<file path="config.mk">
export PLATFORM = sky130hd
export DESIGN_NAME = tile_pwr_seq_ctrl
export DESIGN_NICKNAME = d
export VERILOG_FILES = /design/src/rtl/tile_pwr_seq_ctrl.sv
export SDC_FILE = /design/constraint.sdc
export NUM_CORES = 1
export LEC_CHECK = 0
export ABC_CLOCK_PERIOD_IN_PS = 7900
export BUFFER_PORTS_ARGS = -buffer_cell sky130_fd_sc_hd__buf_4
export CAP_MARGIN = 20
export CELL_PAD_IN_SITES_DETAIL_PLACEMENT = 0
export CELL_PAD_IN_SITES_GLOBAL_PLACEMENT = 2
export CORE_AREA = 2 2 169 171
export CTS_CLUSTER_SIZE = 24
export DETAILED_ROUTE_END_ITERATION = 16
export DIE_AREA = 0 0 171 173
export PLACE_DENSITY_LB_ADDON = 0.1
export SLEW_MARGIN = 20
export SYNTH_ARGS = -nofsm -noshare
export SYNTH_HDL_FRONTEND = slang
export SYNTH_SLANG_ARGS = --single-unit
</file>
<file path="constraint.sdc">
create_clock -name clk_i -period 7.9 [get_ports clk_i]
set_input_delay 1.58 -clock clk_i [delete_from_list [all_inputs] [get_ports clk_i]]
set_output_delay 1.58 -clock clk_i [all_outputs]
set_load 0.02 [all_outputs]
</file>
<file path="src/rtl/tile_pwr_seq_ctrl.sv">
// Per-tile clock-enable / reset power sequencer with request/acknowledge handshake.
// Each tile runs an independent FSM; all outputs are registered from the next state.
module tile_pwr_seq_ctrl #(
    parameter int unsigned           NumTiles   = 16,
    parameter int unsigned           RstCycles  = 8,
    parameter int unsigned           IdleCycles = 4,
    parameter logic [NumTiles-1:0]   DefaultOn  = '0
) (
    input  logic                clk_i,
    input  logic                rst_i,
    input  logic [NumTiles-1:0] on_req_i,
    input  logic [NumTiles-1:0] idle_i,
    output logic [NumTiles-1:0] tile_clk_en_o,
    output logic [NumTiles-1:0] tile_rst_no,
    output logic [NumTiles-1:0] on_o,
    output logic [NumTiles-1:0] ack_o,
    output logic                busy_o
);

    localparam int unsigned MaxCnt   = (RstCycles > IdleCycles) ? RstCycles : IdleCycles;
    localparam int unsigned CntWidth = $clog2(MaxCnt + 1);
    localparam logic [CntWidth-1:0] RstLoad  = CntWidth'(RstCycles - 1);
    localparam logic [CntWidth-1:0] IdleLoad = CntWidth'(IdleCycles - 1);
    localparam logic [CntWidth-1:0] CntOne   = CntWidth'(1);

    typedef enum logic [2:0] {
        OFF,
        PWRUP,
        ON,
        DRAIN,
        PWRDN
    } state_e;

    state_e              state_q [NumTiles];
    state_e              state_d [NumTiles];
    logic [CntWidth-1:0] cnt_q   [NumTiles];
    logic [CntWidth-1:0] cnt_d   [NumTiles];
    logic [NumTiles-1:0] ack_d;
    logic                busy_d;

    always_comb begin
        busy_d = 1'b0;
        ack_d  = '0;
        for (int unsigned t = 0; t < NumTiles; t++) begin
            state_d[t] = state_q[t];
            cnt_d[t]   = cnt_q[t];
            case (state_q[t])
                OFF: begin
                    if (on_req_i[t]) begin
                        state_d[t] = PWRUP;
                        cnt_d[t]   = RstLoad;
                    end
                end
                PWRUP: begin
                    if (cnt_q[t] != '0) begin
                        cnt_d[t] = cnt_q[t] - CntOne;
                    end else begin
                        state_d[t] = ON;
                        ack_d[t]   = 1'b1;
                    end
                end
                ON: begin
                    if (!on_req_i[t]) begin
                        state_d[t] = DRAIN;
                        cnt_d[t]   = IdleLoad;
                    end
                end
                DRAIN: begin
                    // Any non-idle cycle restarts the consecutive-idle window.
                    if (on_req_i[t]) begin
                        state_d[t] = ON;
                    end else if (!idle_i[t]) begin
                        cnt_d[t] = IdleLoad;
                    end else if (cnt_q[t] != '0) begin
                        cnt_d[t] = cnt_q[t] - CntOne;
                    end else begin
                        state_d[t] = PWRDN;
                        cnt_d[t]   = RstLoad;
                    end
                end
                PWRDN: begin
                    if (cnt_q[t] != '0) begin
                        cnt_d[t] = cnt_q[t] - CntOne;
                    end else begin
                        state_d[t] = OFF;
                        ack_d[t]   = 1'b1;
                    end
                end
                default: begin
                    state_d[t] = OFF;
                    cnt_d[t]   = '0;
                end
            endcase
            if (state_d[t] != OFF && state_d[t] != ON) begin
                busy_d = 1'b1;
            end
        end
    end

    always_ff @(posedge clk_i or posedge rst_i) begin
        if (rst_i) begin
            for (int unsigned t = 0; t < NumTiles; t++) begin
                state_q[t] <= DefaultOn[t] ? PWRUP : OFF;
                cnt_q[t]   <= DefaultOn[t] ? RstLoad : '0;
            end
            tile_clk_en_o <= DefaultOn;
            tile_rst_no   <= '0;
            on_o          <= '0;
            ack_o         <= '0;
            busy_o        <= |DefaultOn;
        end else begin
            for (int unsigned t = 0; t < NumTiles; t++) begin
                state_q[t]       <= state_d[t];
                cnt_q[t]         <= cnt_d[t];
                tile_clk_en_o[t] <= (state_d[t] != OFF);
                tile_rst_no[t]   <= (state_d[t] == ON) || (state_d[t] == DRAIN);
                on_o[t]          <= (state_d[t] == ON);
            end
            ack_o  <= ack_d;
            busy_o <= busy_d;
        end
    end

    a_rst_needs_clk: assert property (@(posedge clk_i) disable iff (rst_i)
        (tile_rst_no & ~tile_clk_en_o) == '0);
    a_ack_single: assert property (@(posedge clk_i) disable iff (rst_i)
        (ack_o & $past(ack_o)) == '0);

endmodule

</file>
; ---- Word level (Yosys, flattened, before mapping)
; Cells that the tools add are included.
[op_classes]
addsub = 16
mul = 0
div_mod_pow = 0
order_cmp = 0
n_eq_ne = 176
shifts = 0
n_mux = 288
n_bitwise = 0
n_reduce_logical = 112
[op_table]
columns = operator, n
row1 = 4-bit two-way mux, 96
row2 = 3-bit two-way mux, 112
row3 = 4-bit case mux with 4 select lines, 16
row4 = 3-bit case mux with 5 select lines, 16
row5 = "3-bit by 2-bit == test with 1-bit output, second input constant", 64
row6 = "2-bit inequality test, second input constant", 48
row7 = 4-bit AND reduction, 16
row8 = 4-bit nonzero test, 16
row9 = "4-bit by 1-bit subtractor with 4-bit output, second input constant", 16
row10 = "3-bit by 1-bit == test with 1-bit output, second input constant", 16
row11 = "3-bit == test, second input constant", 16
row12 = 3-bit zero test, 16
row13 = 1-bit two-way mux, 48
row14 = "3-bit by 2-bit inequality test with 1-bit output, second input constant", 16
row15 = 3-bit nonzero test, 16
row16 = "2-bit by 1-bit inequality test with 1-bit output, second input constant", 16
row17 = 2-bit OR reduction, 16
row18 = 1-bit logical AND, 16
row19 = 1-bit logical OR, 16
[totals]
ff_bits = 177
latch_bits = 0
ramBits = 0
romBits = 0
input_bits = 34
out_inout_bits = 65
memories = 0

; ---- Depth between registers and ports, before layout
; Gate-level depths: netlist of run 1.
[logic_depth]
ltp_word = 23
ltp_mapped = 8
ltp_nobuf = 7

; ---- Worst setup path before layout of run 1
; No wires, ideal clock.
[synth_path]
kind = input port to flip-flop
from = input port on_req_i[7]
to = register busy_o
arrival_ns = 2.501
required_ns = 7.760
path_slack_ns = 5.260
stages = 5
n_path_buf = 0
path_cell_list = nor2_1 > nor4_1 > or3b_4 > a2111oi_4 > nand4_1
[synth_between]
elab_chain_len = 13
[synth_rtl]
columns = element, line_no
row1 = "start, declared", 11  ; input logic [NumTiles-1:0] on_req_i,
row2 = "3-bit two-way mux, on equally long branches", "70, 49, 63"
row3 = 3-bit case mux with 5 select lines *, 47  ; case (state_q[t])
row4 = 3-bit by 2-bit inequality test with 1-bit output / 3-bit nonzero test (equally long branches), 94  ; if (state_d[t] != OFF && state_d[t] != ON) begin
row5 = 1-bit logical AND *, 94
row6 = 1-bit two-way mux * (9 in a row), 94
row7 = net busy_d, 39  ; logic busy_d;
row8 = "end signal, assigned", 110  ; busy_o <= |DefaultOn;
row9 = "end signal, assigned", 120  ; busy_o <= busy_d;
row10 = "end, declared", 17  ; output logic busy_o
; Mark *: on every way through the listed nets, which the timed path passes. The rest lies on a longest branch.
; A chain may end at the register's enable or synchronous reset.

; ---- Worst setup path after layout of run 1
[layout_path]
from = input port on_req_i[11]
to = register cnt_q[19] in the netlist's numbering
[layout_between]
elab_chain_len = 2
[layout_rtl]
columns = element, line_no
row1 = 2-bit inequality test (no source line), -
row2 = 4-bit AND reduction (no source line) *, -
row3 = "end signal, assigned by index", 104  ; cnt_q[t] <= DefaultOn[t] ? RstLoad : '0;
row4 = "end signal, assigned by index", 114  ; cnt_q[t] <= cnt_d[t];
row5 = "end, declared", 36  ; logic [CntWidth-1:0] cnt_q [NumTiles];
; Mark *: on every way between the ends. The rest lies on a longest branch, timed or not.

==> results of run 1 <==
[state kept, by name, summed over array words and instances, names as in the netlist]
name / flops
on_o: 16
tile_rst_no: 16
tile_clk_en_o: 16
state_q: 48
cnt_q: 64
ack_o: 16
busy_o: 1
[area by class of cell]
cell class / count / share of cell area
multi-input cells: 778 / 0.4364
flip-flops and latches: 177 / 0.3794
repair buffers: 100 / 0.06463
well taps: 378 / 0.04051
clock buffers: 19 / 0.03708
inverters: 88 / 0.02894
clock inverters: 13 / 0.01297
[routing by layer]
layer  global-route usage  up-vias  wire length [µm]
met5                    0        -                 0
met4              0.05049        0               343
met3              0.03044       17               688
met2               0.2475      124             10690
met1               0.2249     3921             11460
li1                     -     4113                 -
[through the flow]
| stage | power [mW] | util |
|---|---|---|
| after detailed placement | 3.834 | 0.4012 |
| after CTS | 4.719 | 0.4224 |
| final | 4.659 | 0.4225 |
| after global placement | 3.849 | 0.4012 |
| after floorplan | 3.235 | - |
| after global routing | 5.064 | 0.4225 |
[power by group through the flow]
stage	combinational [mW]	sequential, mW	clock, mW
CTS	2.11	1.72	0.889
floorplan	1.63	1.61	0
global route	2.35	1.80	0.921
detailed placement	2.10	1.73	0
finish	2.08	1.72	0.858
global placement	2.10	1.75	0
[critical path: cells and delay by family]
family / cells / cell delay (ns)
compound gates: 4 / 1.17
simple gates: 1 / 0.19
buf+inv: 1 / 0.10
[kinds of logic (layout without fill, tap and decap cells)]
family / after synthesis / count (layout) / share of synthesized area
AND/OR/NAND/NOR: 380 / 380 / 0.2083
AO/OA/AOI/OAI: 314 / 314 / 0.2145
flip-flops: 177 / 177 / 0.4389
buffers and inverters: 149 / 220 / 0.05629
XOR/XNOR: 43 / 43 / 0.03732
adder cells (fa/ha/maj): 31 / 31 / 0.03471
multiplexers: 10 / 10 / 0.01004
[Yosys cell counts (15+ instances only)]
library cell | count | area share
o22ai_1 | 24 | 0.015
nor2_1 | 82 | 0.030
dfrtp_1 | 177 | 0.44
o21ai_0 | 62 | 0.031
clkbuf_1 | 50 | 0.019
xnor2_1 | 39 | 0.034
nor2b_1 | 19 | 0.012
inv_1 | 88 | 0.033
a22o_1 | 18 | 0.016
ha_1 | 16 | 0.020
nor3b_1 | 17 | 0.013
nand2b_1 | 25 | 0.015
nor3_1 | 63 | 0.031
nand3_1 | 17 | 0.0084
nand2_1 | 71 | 0.026
maj3_1 | 15 | 0.015
a21oi_1 | 72 | 0.036
[path summary, 6_finish.rpt]
check	from	to	slack, ns	depth (start not counted)
worst max-delay path	on_req_i[11]	cnt_q[19]	5.21	6
worst min-delay path	cnt_q[44]	cnt_q[44]	0.50	1
worst max register to register	cnt_q[16]	cnt_q[19]	5.55	7
worst min register to register	cnt_q[44]	cnt_q[44]	0.50	1
max in group asynchronous	rst_i	ack_o[12]	5.50	3
min in group asynchronous	rst_i	ack_o[10]	1.26	2
==> reports/results.tsv, run 1 <==
stage	metric	value	unit
run	max cap viols	0	
yosys	Netlist cell types	82	
placement	routability cong.	0.7448	
timing	setup TNS	0	ns
critical_path	crit path DAT	3.05	ns
power	pwr/cell area	399.1	nW/µm²
clock_network	H-tree levels	4	
floorplanning	Initial Utilization	0.3653	
power	Worst VDD drop	139.8	µV
yosys	Syn Nets	1154	
yosys	Synth Flop Type	dfrtp_1	
critical_path	CP max FO	6	
cells_and_area	Non-Filler Instances	1553	
cells_and_area	fin area	11670	µm²
critical_path	CP peak stage delay	0.78	ns
clock_network	post-cts sizing count	0	
cells_and_area	leading cell type in the layout, fill and taps excluded	dfrtp_1	
timing	highest clock rate	0.3713	GHz
clock_network	Num CTS Buffers	17	
timing	Pins Over Slew Limit	0	
power	Psw	1.961	mW
placement	Area after DPL	11090	µm²
power	sequential share of power	0.370	
timing	final worst slack	5.207	ns
global_route	pin count of the biggest net entering global routing	103	
timing	Hold WS	0.4988	ns
floorplanning	die area	29580	µm²
critical_path	cell at the slowest stage of the critical path	o31ai_1	
drt	routed wire length	23170	µm
critical_path	kind of critical path	input port to flop	
cells_and_area	FILL cells	2803	
global_route	total track usage	0.1598	
timing	Final setup violation count	0	
placement	dpl cells	1521	
cells_and_area	nets	1212	
global_route	grt ovf	0	
placement	Buffers on Ports	98	
clock_network	postcts setup bufs	0	
drt	WL/cell	14.92	µm
clock_network	clk root buf	clkbuf_16	
yosys	synthesized area	10090	µm²
cells_and_area	antenna cells	0	
global_route	vias in the first global route	7819	
placement	post-DP HPWL	16120	µm
power	Internal Power	2.698	mW
cells_and_area	Multi-input gate area	5095	µm²
min_path	worst min path class	flop to flop	
power	Clk pwr share	0.184	
timing	RSZ-0062 raised after global routing	no	
clock_network	clk_lat worst skew	0.43	ns
yosys	sequential fraction of the synthesis area	0.4389	
yosys	EDFF count, synth	0	
clock_network	hold buffers post-CTS	0	
clock_network	Clock Path Buffers	2	
critical_path	CP endpoint kind	flop	
clock_network	CTS tree	done	
placement	pre-CTS setup slack	4.542	ns
power	Comb pwr share	0.446	
drt	Iter 0 DRT Violations	599	
status	run status	completed	
timing	Period Utilization, post-route	0.3409	
floorplanning	I/O pins	99	
drt	drc violations	0	
clock_network	clock sink count	177	
timing	Final min period	2.693	ns
yosys	yosys warns	0	
cells_and_area	most frequent cells in the layout	177 x dfrtp_1, 99 x buf_4, 87 x inv_1, 82 x nor2_1, 72 x a21oi_1	
power	leakage power total	4.968	nW
drt	post-route ant nets	0	
critical_path	Worst setup SP type	input port	
critical_path	CP Data Required Time	8.26	ns
cells_and_area	layout cells sized above 1	0.1387	
power	sw frac	0.4209	
timing	final hold vios	0	
timing	slew margin rel.	0.4106	
yosys	share of synthesized registers carrying an async set or reset	1.000	
cells_and_area	P&R area growth vs syn	15.67	%
yosys	post-synthesis cell count	1104	
floorplanning	Core Footprint	27630	µm²
timing	Clock Skew	0.01629	ns
global_route	first-pass GRT wire length	38850	µm
floorplanning	Die Span Y	173	µm
yosys	average cell area after synthesis	9.141	µm²
floorplanning	DIE WIDTH	171	µm
critical_path	Critical Path, Cell by Cell	buf_4, nor2b_1, a211oi_2, o31ai_1, o2111ai_1, o21ai_1	
cells_and_area	Seq. cell area	4429	µm²
drt	average via count per standard cell	5.264	
drt	router iterations before antenna repair	5	
global_route	initial antenna violation count	0	
floorplanning	FP Rows	61	
timing	Slew @ Worst Pin	0.8766	ns
drt	via count	8175	
clock_network	Worst-path clk slew	0.07	ns
yosys	register bit total from synthesis	177	
Note: power is estimated with default switching activity, not from simulation.
==> run 2, diff against run 1 <==
ABC_AREA = 1   (was default)
ABC_CLOCK_PERIOD_IN_PS = 2800   (was 7900)
CORE_AREA = 2 2 171 173   (was 2 2 169 171)
DIE_AREA = 0 0 173 175   (was 0 0 171 173)
clock period = 2.8 ns   (was 7.9 ns; I/O delays follow)
==> reports/results.tsv, run 2 <==
stage	metric	value	unit	change
critical_path	worst reg2reg path startpoint	cnt_q[48]		
critical_path	CP endpoint kind	flop		
power	Internal Power	7.691	mW	+190%
floorplanning	I/O pins	99		unchanged
floorplanning	Initial Utilization	0.3470		-0.01828
critical_path	Worst setup SP type	flop		
clock_network	clk root buf	clkbuf_16		
timing	setup TNS	0	ns	unchanged
timing	Slew @ Worst Pin	0.7778	ns	-0.09878 ns
global_route	initial antenna violation count	1		+1
yosys	average cell area after synthesis	7.813	µm²	-15%
cells_and_area	Reg with most FFs	cnt_q		
yosys	Netlist cell types	34		-59%
yosys	top post-synthesis cells by area	dfrtp_1 45%, nand2_1 11%, inv_1 7.9%		
clock_network	Clock Path Buffers	2		unchanged
timing	Period Utilization, post-route	0.6755		
yosys	yosys warns	0		unchanged
yosys	register bit total from synthesis	177		unchanged
timing	Final min period	1.891	ns	
cells_and_area	P&R area growth vs syn	18.43	%	
critical_path	Reg2Reg Depth	11		+4
power	Worst VDD drop	418.5	µV	+200%
clock_network	clk_lat worst skew	0.44	ns	about the same
yosys	sequential fraction of the synthesis area	0.4496		+0.01070
drt	via count	8318		+1.7%
global_route	pin count of the biggest net entering global routing	140		+36%
cells_and_area	Non-Filler Instances	1777		+14%
timing	Final setup violation count	0		unchanged
clock_network	CTS tree	done		
timing	final hold vios	0		unchanged
critical_path	crit path DAT	2.21	ns	-0.84 ns
cells_and_area	Largest regs	cnt_q x64, state_q x48		
yosys	post-synthesis cell count	1261		+14%
clock_network	Num CTS Buffers	17		unchanged
global_route	grt ovf	0		unchanged
floorplanning	FP Rows	62		+1.6%
yosys	top-area cell type share of the netlist area	0.4496		+0.01070
cells_and_area	post-layout util	0.4109		-0.01158
yosys	EDFF count, synth	0		unchanged
critical_path	worst r2r dst	busy_o		
placement	post-DP HPWL	16750	µm	+3.9%
global_route	total track usage	0.1541		-0.005696
power	Clk pwr share	0.168		-0.016
timing	Pins Over Slew Limit	0		unchanged
floorplanning	Die Span Y	175	µm	+1.2%
timing	Clock Skew	0.008040	ns	-0.008253 ns
drt	drc violations	0		unchanged
clock_network	clock sink count	177		unchanged
drt	Iter 0 DRT Violations	371		-38%
yosys	most common cell in the netlist	nand2_1		
drt	average via count per standard cell	4.681		-11%
clock_network	H-tree levels	4		unchanged
drt	post-route ant nets	0		unchanged
status	run status	completed		
cells_and_area	Seq. cell area	4429	µm²	unchanged
clock_network	hold buffers post-CTS	0		unchanged
clock_network	post-cts sizing count	0		unchanged
timing	highest clock rate	0.5287	GHz	
placement	dpl cells	1745		+15%
floorplanning	DIE WIDTH	173	µm	+1.2%
cells_and_area	most frequent cells in the layout	279 x nand2_1, 206 x inv_1, 177 x dfrtp_1, 109 x o21ai_0, 99 x buf_4		
timing	RSZ-0062 raised after global routing	no		
power	sw frac	0.4509		+0.03005
yosys	Synth Flop Type	dfrtp_1		
clock_network	postcts setup bufs	0		unchanged
clock_network	Worst-path clk slew	0.07	ns	about the same
power	Psw	6.316	mW	+220%
cells_and_area	layout cells sized above 1	0.1853		+0.04662
placement	Buffers on Ports	98		unchanged
yosys	share of synthesized registers carrying an async set or reset	1.000		unchanged
yosys	synthesized area	9852	µm²	-2.4%
critical_path	r2r setup slk	0.91	ns	-4.64 ns
yosys	Syn Nets	1311		+14%
run	max cap viols	0		unchanged
cells_and_area	max reg flops	64		unchanged
global_route	vias in the first global route	8194		+4.8%
cells_and_area	leading cell type in the layout, fill and taps excluded	nand2_1		
placement	routability cong.	0.8156		+9.5%
floorplanning	Core Footprint	28390	µm²	+2.8%
critical_path	CP Data Required Time	3.12	ns	-5.14 ns
placement	pre-CTS setup slack	0.8508	ns	-3.691 ns
timing	slew margin rel.	0.4814		+0.07085
drt	routed wire length	22420	µm	-3.2%
power	leakage power total	6.057	nW	+22%
critical_path	CP max FO	5		-1
timing	final worst slack	0.9086	ns	-4.298 ns
critical_path	Critical Path Start	cnt_q[48]		
yosys	cell taking the most area after synthesis	dfrtp_1		
critical_path	kind of critical path	flop to flop		
global_route	first-pass GRT wire length	38330	µm	-1.3%
cells_and_area	Multi-input gate area	4507	µm²	-12%
cells_and_area	FILL cells	2977		+6.2%
cells_and_area	nets	1430		+18%
floorplanning	die area	30280	µm²	+2.3%
power	pwr/cell area	1201	nW/µm²	+200%
power	Comb pwr share	0.529		+0.083
drt	router iterations before antenna repair	5		unchanged
drt	WL/cell	12.62	µm	-15%
power	overall power	14.01	mW	+200%
min_path	worst min path class	input port to asynchronous set/reset pin		
yosys	top post-synthesis cells by count	279 x nand2_1, 207 x inv_1, 177 x dfrtp_1		
power	sequential share of power	0.303		-0.067
run 2: cell type report:
| cell class | instances | share of cell area |
|---|---|---|
| diodes | 1 | 0.0002145 |
| multi-input cells | 840 | 0.3863 |
| inverters | 244 | 0.07882 |
| clock inverters | 6 | 0.006863 |
| clock buffers | 25 | 0.04161 |
| flip-flops and latches | 177 | 0.3796 |
| well taps | 384 | 0.04118 |
| repair buffers | 100 | 0.06542 |
run 2: per-layer routing:
| layer | wire length (µm) | global-route usage | up-vias |
|---|---|---|---|
| li1 | - | - | 4314 |
| met4 | 253 | 0.04661 | 0 |
| met3 | 746 | 0.03655 | 18 |
| met1 | 10970 | 0.2043 | 3862 |
| met2 | 10450 | 0.2502 | 124 |
| met5 | 0 | 0 | - |
run 2: critical path, cell delays in order (launching register included):
cell and delay [ns]:
dfrtp_1 0.38, inv_1 0.09, ha_1 0.21, nand3_2 0.14, inv_1 0.14, nand2_1 0.11
nand3_1 0.12, nand2_1 0.13, nor2_1 0.22, nand2_1 0.08, nor2_1 0.10, nand2_1 0.06
run 2: worst max-delay path by stage:
stage | end | cells past startpoint
2_1_floorplan | ack_o[0] | 1
3_3_place_gp | busy_o | 11
3_5_place_dp | busy_o | 11
4_1_cts | busy_o | 11
5_1_grt | busy_o | 11
6_report | busy_o | 11
run 2: power groups by stage:
stage	logic, mW	registers, mW	clock network, mW
after global placement	7.60	4.29	0
after detailed placement	7.47	4.28	0
final	7.40	4.24	2.36
after floorplan	5.13	4.61	0
after CTS	7.51	4.25	2.47
after global routing	8.49	4.39	2.57
run 2: through the flow:
| stage | hold WS, ns | instance area (µm²) |
|---|---|---|
| detailed placement | 0.4801 | 11100 |
| finish | 0.2976 | 11670 |
| global placement | 0.4658 | 11100 |
| floorplan | 0.4517 | 9856 |
| global route | 0.3269 | 11660 |
| CTS | 0.3048 | 11660 |
run 2: cell families (layout without fill, tap and decap cells):
group	after synthesis	count (layout)	synth area share
XOR/XNOR	30	30	0.02667
buffers and inverters	244	375	0.09296
other	0	1	0
adder cells (fa/ha/maj)	16	16	0.02032
AO/OA/AOI/OAI	275	275	0.1703
flip-flops	177	177	0.4496
AND/OR/NAND/NOR	519	519	0.2402
==> run 3, diff against run 2 <==
ABC_CLOCK_PERIOD_IN_PS = 1630   (was 2800)
CORE_AREA = 2 2 179 181   (was 2 2 171 173)
DIE_AREA = 0 0 181 183   (was 0 0 173 175)
clock period = 1.63 ns   (was 2.8 ns; I/O delays follow)
==> reports/results.tsv, run 3 (synthesis gave the netlist of run 2 again) <==
stage	metric	value	unit	change
global_route	met3 Track Usage GR	0.02899		-0.007562
timing	Final setup violation count	0		unchanged
clock_network	Clock Path Buffers	2		unchanged
cells_and_area	leading cell type in the layout, fill and taps excluded	nand2_1		
timing	Slew @ Worst Pin	0.4016	ns	-0.3762 ns
drt	routed wire length	24180	µm	+7.9%
cells_and_area	nets	1565		+9.4%
floorplanning	I/O pins	99		unchanged
timing	Final min period	1.573	ns	-0.3181 ns
cells_and_area	Reg with most FFs	cnt_q		
clock_network	Worst-path clk slew	0.06	ns	about the same
placement	routability cong.	0.7873		-3.5%
critical_path	cell at the slowest stage of the critical path	dfrtp_1		
clock_network	H-tree levels	4		unchanged
floorplanning	DIE WIDTH	181	µm	+4.6%
global_route	pin count of the biggest net entering global routing	71		-49%
critical_path	crit path DAT	1.90	ns	-0.31 ns
critical_path	CP most frequent cell	o21ai_2		
global_route	total track usage	0.1520		-0.002032
floorplanning	Die Span Y	183	µm	+4.6%
critical_path	CP endpoint kind	flop		
power	sw frac	0.4390		-0.01198
critical_path	CP peak stage delay	0.37	ns	about the same
clock_network	CTS tree	done		
floorplanning	FP Rows	65		+4.8%
global_route	met1 Use GR	0.2103		+0.006042
power	Internal Power	15.42	mW	+100%
global_route	initial antenna violation count	0		-1
critical_path	CP max FO	5		unchanged
status	run status	completed		
cells_and_area	Non-Filler Instances	1930		+8.6%
drt	router iterations before antenna repair	4		-1
drt	Iter 0 DRT Violations	358		-3.5%
drt	average via count per standard cell	4.552		-2.8%
floorplanning	die area	33120	µm²	+9.4%
timing	final worst slack	0.05671	ns	-0.8519 ns
cells_and_area	most frequent cells in the layout	271 x nand2_1, 229 x buf_4, 177 x dfrtp_1, 176 x inv_1, 107 x o21ai_0		
clock_network	Num CTS Buffers	17		unchanged
placement	post-DP HPWL	18390	µm	+9.7%
placement	dpl cells	1876		+7.5%
timing	Period Utilization, post-route	0.9652		+0.2897
power	sequential share of power	0.268		-0.035
cells_and_area	fin area	13140	µm²	+13%
cells_and_area	antenna cells	0		-1
power	Comb pwr share	0.589		+0.060
cells_and_area	P&R area growth vs syn	33.36	%	
global_route	vias in the first global route	8678		+5.9%
power	Psw	12.07	mW	+91%
critical_path	Critical Path, Cell by Cell	inv_2, ha_4, nand2_2, buf_6, nor2_4, o21ai_1, o21ai_2, o21ai_2, or2_1		
power	Clk pwr share	0.143		-0.025
run	max cap viols	0		unchanged
timing	Pins Over Slew Limit	0		unchanged
drt	WL/cell	12.53	µm	-0.69%
global_route	grt ovf	0		unchanged
timing	Clock Skew	0.007051	ns	-0.0009894 ns
placement	pre-CTS setup slack	-0.05232	ns	-0.9031 ns
min_path	worst min path class	input port to flop		
power	pwr/cell area	2092	nW/µm²	+74%
critical_path	kind of critical path	flop to flop		
drt	drc violations	0		unchanged
floorplanning	Initial Utilization	0.3155		-0.03153
timing	highest clock rate	0.6356	GHz	+20%
drt	via count	8785		+5.6%
power	Worst VDD drop	743.1	µV	+78%
timing	slew margin rel.	0.7313		+0.2498
power	leakage power total	6.727	nW	+11%
global_route	GR peak layer	met2		
global_route	met2 Usage GRT	0.2411		-0.009090
placement	Area after DPL	11980	µm²	+8.0%
cells_and_area	Largest regs	cnt_q x64, state_q x48		
drt	post-route ant nets	0		unchanged
clock_network	clk_lat worst skew	0.44	ns	about the same
timing	setup TNS	0	ns	unchanged
critical_path	Worst setup SP type	flop		
placement	Buffers on Ports	98		unchanged
global_route	first-pass GRT wire length	41230	µm	+7.6%
clock_network	clock sink count	177		unchanged
floorplanning	Core Footprint	31230	µm²	+10%
timing	Hold WS	0.1101	ns	-0.1875 ns
timing	final hold vios	0		unchanged
cells_and_area	layout cells sized above 1	0.3096		+0.1242
cells_and_area	max reg flops	64		unchanged
timing	RSZ-0062 raised after global routing	yes		
clock_network	clk root buf	clkbuf_16		
critical_path	CP Data Required Time	1.95	ns	-1.17 ns
==> run 3: cell types whose count changed in the layout (fill, tap and decap cells not counted), moves of 5 or more <==
cell	previous run	this run
buf_4	99	229
inv_1	206	176
inv_2	37	65
ha_1	16	1
ha_4	0	12
nand3_4	0	10
nor2_1	78	69
nor2_4	4	13
nand2_1	279	271
nand3_1	61	53
clkbuf_1	5	0
nand2_4	0	5
==> run 3: cell type report <==
type	instances	area, µm²
clock inverters	14	113.9
repair buffers	235	1803
flip-flops and latches	177	4429
clock buffers	18	439.2
fillers	3200	18090
multi-input cells	840	4926
well taps	402	503.0
inverters	244	924.6
==> run 3: stage by stage <==
step	total power, mW	util
6_report	27.49	0.4207
5_1_grt	30.30	0.4207
4_1_cts	26.42	0.4023
3_5_place_dp	22.24	0.3837
3_3_place_gp	22.46	0.3837
2_1_floorplan	16.73	-
==> run 3: power groups by stage <==
stage               clock [mW]  combinational, mW  sequential [mW]
CTS                       4.12               15.0             7.30
global placement             0               15.1             7.37
finish                    3.93               16.2             7.36
global route              4.32               18.4             7.58
floorplan                    0               8.81             7.92
detailed placement           0               14.9             7.35
==> run 3: worst paths after layout <==
kind / from / depth (start not counted) / slack, ns / to
min in group asynchronous: rst_i / 3 / 0.38 / state_q[22]
max: cnt_q[53] / 9 / 0.06 / tile_clk_en_o[2]
max in group asynchronous: rst_i / 4 / 0.62 / tile_rst_no[12]
max reg2reg: cnt_q[53] / 9 / 0.06 / tile_clk_en_o[2]
min: on_req_i[10] / 2 / 0.11 / state_q[15]
min reg2reg: cnt_q[11] / 2 / 0.49 / cnt_q[11]
==> run 3: worst max-delay path, delay by kind of cell (launching register included) <==
| family | cells | cell delay, ns |
|---|---|---|
| buf+inv | 2 | 0.21 |
| fa+ha+maj | 1 | 0.15 |
| simple gates | 3 | 0.38 |
| flops | 1 | 0.37 |
| compound gates | 3 | 0.35 |
==> run 3: timing repair <==
item,4_1_cts,5_1_grt
endpoints found under the hold margin,4,0
setup endpoints to repair,1,57
hold buffers,1,0
buffers inserted,0,21
resized for setup,6,113
pin swaps,3,31
==> run 3: metal layers <==
layer | share of wire | up-vias
met5 | 0 | -
met3 | 0.032 | 24
li1 | - | 4596
met2 | 0.44 | 114
met1 | 0.51 | 4051
met4 | 0.014 | 0
